### src/rtl/fetch_queue_way0.sv
// ---------------------------------------------------------------------------
// fetch_queue_way0
//
// Purpose:
//   In-order instruction queue between the way-0 PC unit / instruction SRAM
//   and the way-0 decoder. Each fetched {instAddr, inst} pair is written into
//   a DEPTH-entry circular buffer. The head entry is offered to the decoder
//   through a valid/ready handshake. A taken jump (flush_i) empties the queue.
//
// Ports:
//   clk            in   clock, all state updates on the rising edge
//   reset          in   asynchronous, active-high reset
//   valid_i        in   fetch side presents {instAddr_i, inst_i} this cycle
//   instAddr_i     in   [DATA_W] address of the fetched instruction
//   inst_i         in   [DATA_W] instruction word from SRAM
//   flush_i        in   taken jump: drop queued and incoming entries
//   decodeReady_i  in   decoder accepts the head entry this cycle
//   ready_o        out  back-pressure to PC unit, high = at least 2 free slots
//   valid_o        out  head entry valid (occupancy != 0)
//   instAddr_o     out  [DATA_W] head entry address
//   inst_o         out  [DATA_W] head entry instruction
//   count_o        out  [$clog2(DEPTH)+1] occupancy, 0..DEPTH
//   overflow_o     out  sticky: a valid_i was dropped because the queue was full
// ---------------------------------------------------------------------------
module fetch_queue_way0 #(
    parameter int DEPTH  = 4,
    parameter int DATA_W = 32
) (
    input  logic                       clk,
    input  logic                       reset,
    input  logic                       valid_i,
    input  logic [DATA_W-1:0]          instAddr_i,
    input  logic [DATA_W-1:0]          inst_i,
    input  logic                       flush_i,
    input  logic                       decodeReady_i,
    output logic                       ready_o,
    output logic                       valid_o,
    output logic [DATA_W-1:0]          instAddr_o,
    output logic [DATA_W-1:0]          inst_o,
    output logic [$clog2(DEPTH):0]     count_o,
    output logic                       overflow_o
);

    localparam int PTR_W = $clog2(DEPTH);
    localparam int CNT_W = PTR_W + 1;

    // Occupancy thresholds, sized to the counter to keep comparisons exact.
    localparam logic [CNT_W-1:0] FULL_CNT   = CNT_W'(DEPTH);
    localparam logic [CNT_W-1:0] READY_MAX  = CNT_W'(DEPTH - 2);
    localparam logic [CNT_W-1:0] EMPTY_CNT  = {CNT_W{1'b0}};
    localparam logic [PTR_W-1:0] PTR_ONE    = PTR_W'(1);
    localparam logic [CNT_W-1:0] CNT_ONE    = CNT_W'(1);

    // -----------------------------------------------------------------------
    // State
    // -----------------------------------------------------------------------
    logic [DATA_W-1:0] addr_mem_q [DEPTH];
    logic [DATA_W-1:0] inst_mem_q [DEPTH];
    logic [PTR_W-1:0]  rd_ptr_q;
    logic [PTR_W-1:0]  rd_ptr_d;
    logic [PTR_W-1:0]  wr_ptr_q;
    logic [PTR_W-1:0]  wr_ptr_d;
    logic [CNT_W-1:0]  count_q;
    logic [CNT_W-1:0]  count_d;
    logic              overflow_q;
    logic              overflow_d;

    // Handshake qualifiers for the current cycle.
    logic              full_s;
    logic              empty_s;
    logic              pop_s;
    logic              push_s;
    logic              drop_s;

    // Qualify push/pop/drop; flush overrides everything this cycle.
    always_comb begin
        full_s  = (count_q == FULL_CNT);
        empty_s = (count_q == EMPTY_CNT);
        if (flush_i) begin
            pop_s  = 1'b0;
            push_s = 1'b0;
            drop_s = 1'b0;
        end else begin
            pop_s  = !empty_s && decodeReady_i;
            // A pop on a full queue frees the slot the push writes into.
            push_s = valid_i && (!full_s || pop_s);
            drop_s = valid_i && full_s && !pop_s;
        end
    end

    // Next-state for pointers, occupancy and the sticky overflow flag.
    always_comb begin
        rd_ptr_d   = rd_ptr_q;
        wr_ptr_d   = wr_ptr_q;
        count_d    = count_q;
        overflow_d = overflow_q;
        if (flush_i) begin
            // Stored entries are left in place; count = 0 makes them unreachable.
            rd_ptr_d = {PTR_W{1'b0}};
            wr_ptr_d = {PTR_W{1'b0}};
            count_d  = EMPTY_CNT;
        end else begin
            if (pop_s) begin
                rd_ptr_d = rd_ptr_q + PTR_ONE;
            end else begin
                rd_ptr_d = rd_ptr_q;
            end
            if (push_s) begin
                wr_ptr_d = wr_ptr_q + PTR_ONE;
            end else begin
                wr_ptr_d = wr_ptr_q;
            end
            case ({push_s, pop_s})
                2'b10:   count_d = count_q + CNT_ONE;
                2'b01:   count_d = count_q - CNT_ONE;
                default: count_d = count_q;
            endcase
            if (drop_s) begin
                overflow_d = 1'b1;
            end else begin
                overflow_d = overflow_q;
            end
        end
    end

    // Control registers: pointers, occupancy, overflow flag.
    always_ff @(posedge clk or posedge reset) begin
        if (reset) begin
            rd_ptr_q   <= {PTR_W{1'b0}};
            wr_ptr_q   <= {PTR_W{1'b0}};
            count_q    <= EMPTY_CNT;
            overflow_q <= 1'b0;
        end else begin
            rd_ptr_q   <= rd_ptr_d;
            wr_ptr_q   <= wr_ptr_d;
            count_q    <= count_d;
            overflow_q <= overflow_d;
        end
    end

    // Entry storage: cleared on reset, written at wr_ptr on an accepted push.
    always_ff @(posedge clk or posedge reset) begin
        if (reset) begin
            for (int i = 0; i < DEPTH; i++) begin
                addr_mem_q[i] <= {DATA_W{1'b0}};
                inst_mem_q[i] <= {DATA_W{1'b0}};
            end
        end else begin
            if (push_s) begin
                addr_mem_q[wr_ptr_q] <= instAddr_i;
                inst_mem_q[wr_ptr_q] <= inst_i;
            end
        end
    end

    // Head and status outputs, decoded from registered state only (no bypass).
    always_comb begin
        valid_o    = !empty_s;
        instAddr_o = addr_mem_q[rd_ptr_q];
        inst_o     = inst_mem_q[rd_ptr_q];
        count_o    = count_q;
        // Two-slot margin: the PC unit can issue one more valid after ready_o drops.
        ready_o    = (count_q <= READY_MAX);
        overflow_o = overflow_q;
    end

endmodule
### config.mk
export PLATFORM = sky130hd
export DESIGN_NAME = fetch_queue_way0
export DESIGN_NICKNAME = d
export VERILOG_FILES = /design/src/rtl/fetch_queue_way0.sv
export SDC_FILE = /design/constraint.sdc
export NUM_CORES = 1
export LEC_CHECK = 0
export CAP_MARGIN = 20
export CORE_ASPECT_RATIO = 1.25
export CORE_MARGIN = 10
export CORE_UTILIZATION = 50
export DETAILED_ROUTE_END_ITERATION = 6
export HOLD_SLACK_MARGIN = 0.12
export PLACE_DENSITY = 0.71
export SLEW_MARGIN = 10
export SYNTH_ARGS = -nofsm -noshare
export SYNTH_HDL_FRONTEND = slang
export SYNTH_SLANG_ARGS = --single-unit
### constraint.sdc
create_clock -name clk -period 9.6 [get_ports clk]
set_input_delay 2.4 -clock clk [delete_from_list [all_inputs] [get_ports clk]]
set_output_delay 2.4 -clock clk [all_outputs]
set_load 0.005 [all_outputs]
==> metrics <==
Yosys reg bits=~260; Async SR Flop Fraction=100%; Synth Net Count=between 700 and 800; Layout Area Growth over Synthesis=18.6%; endpoints failing setup=0; Worst setup EP type=primary output; worst hold-check path type=reg2reg; CTS Buffer Depth=3; wire per inst=between 20 and 25 microns; Worst Reg-to-Reg Cells=4; final period demand of the worst path=roughly 5.6 ns; slowest cell on the critical path=buf_4; row cnt=64; Synthesis Warnings=0; number of global-route vias before repair=about 7500; Power Dens Cells=about 240 mW/mm^2; Vias=between 6000 and 7000; I/O pin count=about 140; worst setup path start=rd_ptr_q[0]; initial antenna violation count=2; port buffer count=between 100 and 150; TritonCTS buffer count=27; status=finished, final reports clean; clk slew on worst S/H paths=~0.06 ns; Yosys top cell by area=dfrtp_1; CTS sink cnt=approximately 260; worst-path fanout max=47; pin count of the biggest net entering global routing=approximately 130; R2R Path Start=count_o[1]; Initial DRT Pass Iterations=4; register-to-register path setup slack=6.55 ns; pre-CTS setup slack=roughly 3.9 ns; synthesized area=between 0.01 and 0.015 sq mm; H-tree depth=1; Global Route Usage Sum=about 17%; top post-synthesis cells by area=dfrtp_1 (54%), mux2_4 (15%), mux2_2 (13%), mux4_2 (12%), buf_12 (2.0%); Fill cells=around 1900; Inserted Diodes=0; Avg Synthesized Cell Area=around 18 sq um; CP endpoint=instAddr_o[26]; worst-path cell chain=buf_4 -> mux4_2 -> clkdlybuf4s50_1; f_max=about 0.18 GHz; # nets final=889; setup ws final=4.04 ns; unrepaired setup endpoints after global routing=no; Initial Utilization=between 50% and 60%; Syn Inst Count=roughly 690; Worst-Margin Slew=1.08 ns; crit start category=register; root buf cell=clkbuf_16; max-slew violations=0; critical path class=reg2out; CTS Hold Buffers Added=0; grt ovf=0; clk_lat worst skew=between 0.5 and 0.6 ns; Max transition margin=~28%; top cell type's share of synthesized area=53.7%; Seq/Total Area, Yosys=a little over half; Worst Path Arrival=between 3 and 4 ns; die footprint=around 0.031 sq mm; period utilisation layout=between 50 and 60%; die height=~200 microns; HPWL Detailed=~16000 microns; EDFF count, synth=0; VDD IR max=approximately 0.16 mV; WL final=around 26000 microns; Core Area=between 0.02 and 0.025 sq mm; Setup TNS Final=0 ns; slowest stage delay, CP=approximately 0.80 ns; clock skew=~0.014 ns; global-route wire length before repair=~42000 microns; cts repair resizes=0; Setup Buffers After CTS=0; Leakage=between 0.006 and 0.007 uW; layout cells sized above 1=46.0%; WP data required=roughly 7.2 ns; First DRT Iteration DRCs=roughly 250; Final Hold Vio Count=0; distinct cell type count after synthesis=38; GPL Wtd Cong=slightly below 0.8; DRC=0; final antenna-violating net count=0; Die Span X=roughly 160 microns; Worst R2R End=inst_mem_q[28]; main flop type after synthesis=dfrtp_1; MaxCap Viol Count=0; DR vias/cell=between 5 and 6; TritonCTS clock tree=built
worst min path at each step:
stage | from | to | slack, ns | cells after the start
final | overflow_o | overflow_o | 0.48 | 1
after global routing | addr_mem_q[124] | addr_mem_q[124] | 0.51 | 1
after CTS | overflow_o | overflow_o | 0.49 | 1
after detailed placement | overflow_o | overflow_o | 0.48 | 1
after global placement | overflow_o | overflow_o | 0.48 | 1
after floorplan | overflow_o | overflow_o | 0.45 | 1
metal layers:
layer | part of all wire, % | up-vias | wire [microns] | track usage [%]
li1 | - | 2811 | - | -
met1 | 42 | 3470 | 10900 | 20.9
met2 | 51 | 138 | 13200 | 28.6
met3 | 5.6 | 32 | 1440 | 4.15
met4 | 1.2 | 4 | 308 | 3.17
met5 | 0.10 | - | 26 | 0
sequential cells by signal, indices dropped and copies added (netlist names):
signal      count
rd_ptr_q        2
wr_ptr_q        2
overflow_o      1
addr_mem_q    128
inst_mem_q    128
count_o         3
through the flow:
step	cells	utilization, %	hold WS (ns)	instance area [sq um]	power [uW]
final	1163	59.9	0.479	14600	3520
after global routing	1163	59.9	0.515	14600	3710
after CTS	1163	59.9	0.491	14600	3570
after detailed placement	1116	56.2	0.477	13700	2510
after global placement	1116	56.2	0.478	13700	2440
after floorplan	685	-	0.451	12300	2120
logic make-up after synthesis:
group,Yosys count,share of synthesized area (%)
simple gates,24,1.49
mux,321,38.9
flops,264,53.7
compound gates,14,0.804
buf+inv,53,4.18
xor+xnor,4,0.285
fa+ha+maj,5,0.570
synthesized netlist by cell type, types with 3 or more instances:
cell type,instances
nand3_4,4
clkbuf_1,7
a21oi_1,3
xor2_1,3
nor2_1,7
buf_1,3
inv_1,7
buf_6,14
mux4_2,64
ha_1,4
mux2_4,120
buf_2,9
buf_12,12
mux2_2,137
dfrtp_1,264
critical path: cells and delay by family, from the launching register on:
kind	cells	cell delay, ns
buffers and inverters	2	1.33
multiplexers	1	0.60
flip-flops	1	0.68
where the power goes:
group          leakage [uW]  switching [uW]  total (uW)  internal [uW]
clock              0.000444             418        1050            633
combinational       0.00286             276         903            627
sequential          0.00331             164        1570           1410
total               0.00661             858        3520           2660
cell type report:
| type | count | area (sq um) | area share [%] |
|---|---|---|---|
| Clock buffer | 37 | 763 | 5.24 |
| Sequential cell | 264 | 6610 | 45.4 |
| Multi-Input combinational cell | 368 | 5170 | 35.5 |
| Timing Repair Buffer | 147 | 1460 | 10.0 |
| Tap cell | 330 | 413 | 2.83 |
| Inverter | 7 | 30.0 | 0.206 |
| Clock inverter | 10 | 125 | 0.858 |
placed cells by master (no fill, tap or decap), drive strengths merged:
| cell type | Yosys | final |
|---|---|---|
| a211oi | 1 | 1 |
| a21o | 1 | 1 |
| a21oi | 3 | 3 |
| a31oi | 1 | 1 |
| and3 | 2 | 2 |
| buf | 39 | 9 |
| bufinv | 0 | 3 |
| clkbuf | 7 | 37 |
| clkdlybuf4s50 | 0 | 138 |
| clkinv | 0 | 7 |
| clkinvlp | 0 | 1 |
| dfrtp | 264 | 264 |
| fa | 1 | 1 |
| ha | 4 | 4 |
| inv | 7 | 6 |
| mux2 | 257 | 257 |
| mux4 | 64 | 64 |
| nand2 | 2 | 2 |
| nand2b | 1 | 1 |
| nand3 | 6 | 6 |
| nor2 | 7 | 7 |
| nor2b | 1 | 1 |
| nor3 | 1 | 1 |
| nor4b | 1 | 1 |
| o21ai | 2 | 2 |
| o21bai | 1 | 1 |
| o221a | 1 | 1 |
| o221ai | 2 | 2 |
| o311ai | 1 | 1 |
| o31ai | 1 | 1 |
| or3 | 1 | 1 |
| or4 | 1 | 1 |
| or4b | 1 | 1 |
| xnor2 | 1 | 1 |
| xor2 | 3 | 3 |
(Power assumes the default switching activity.)
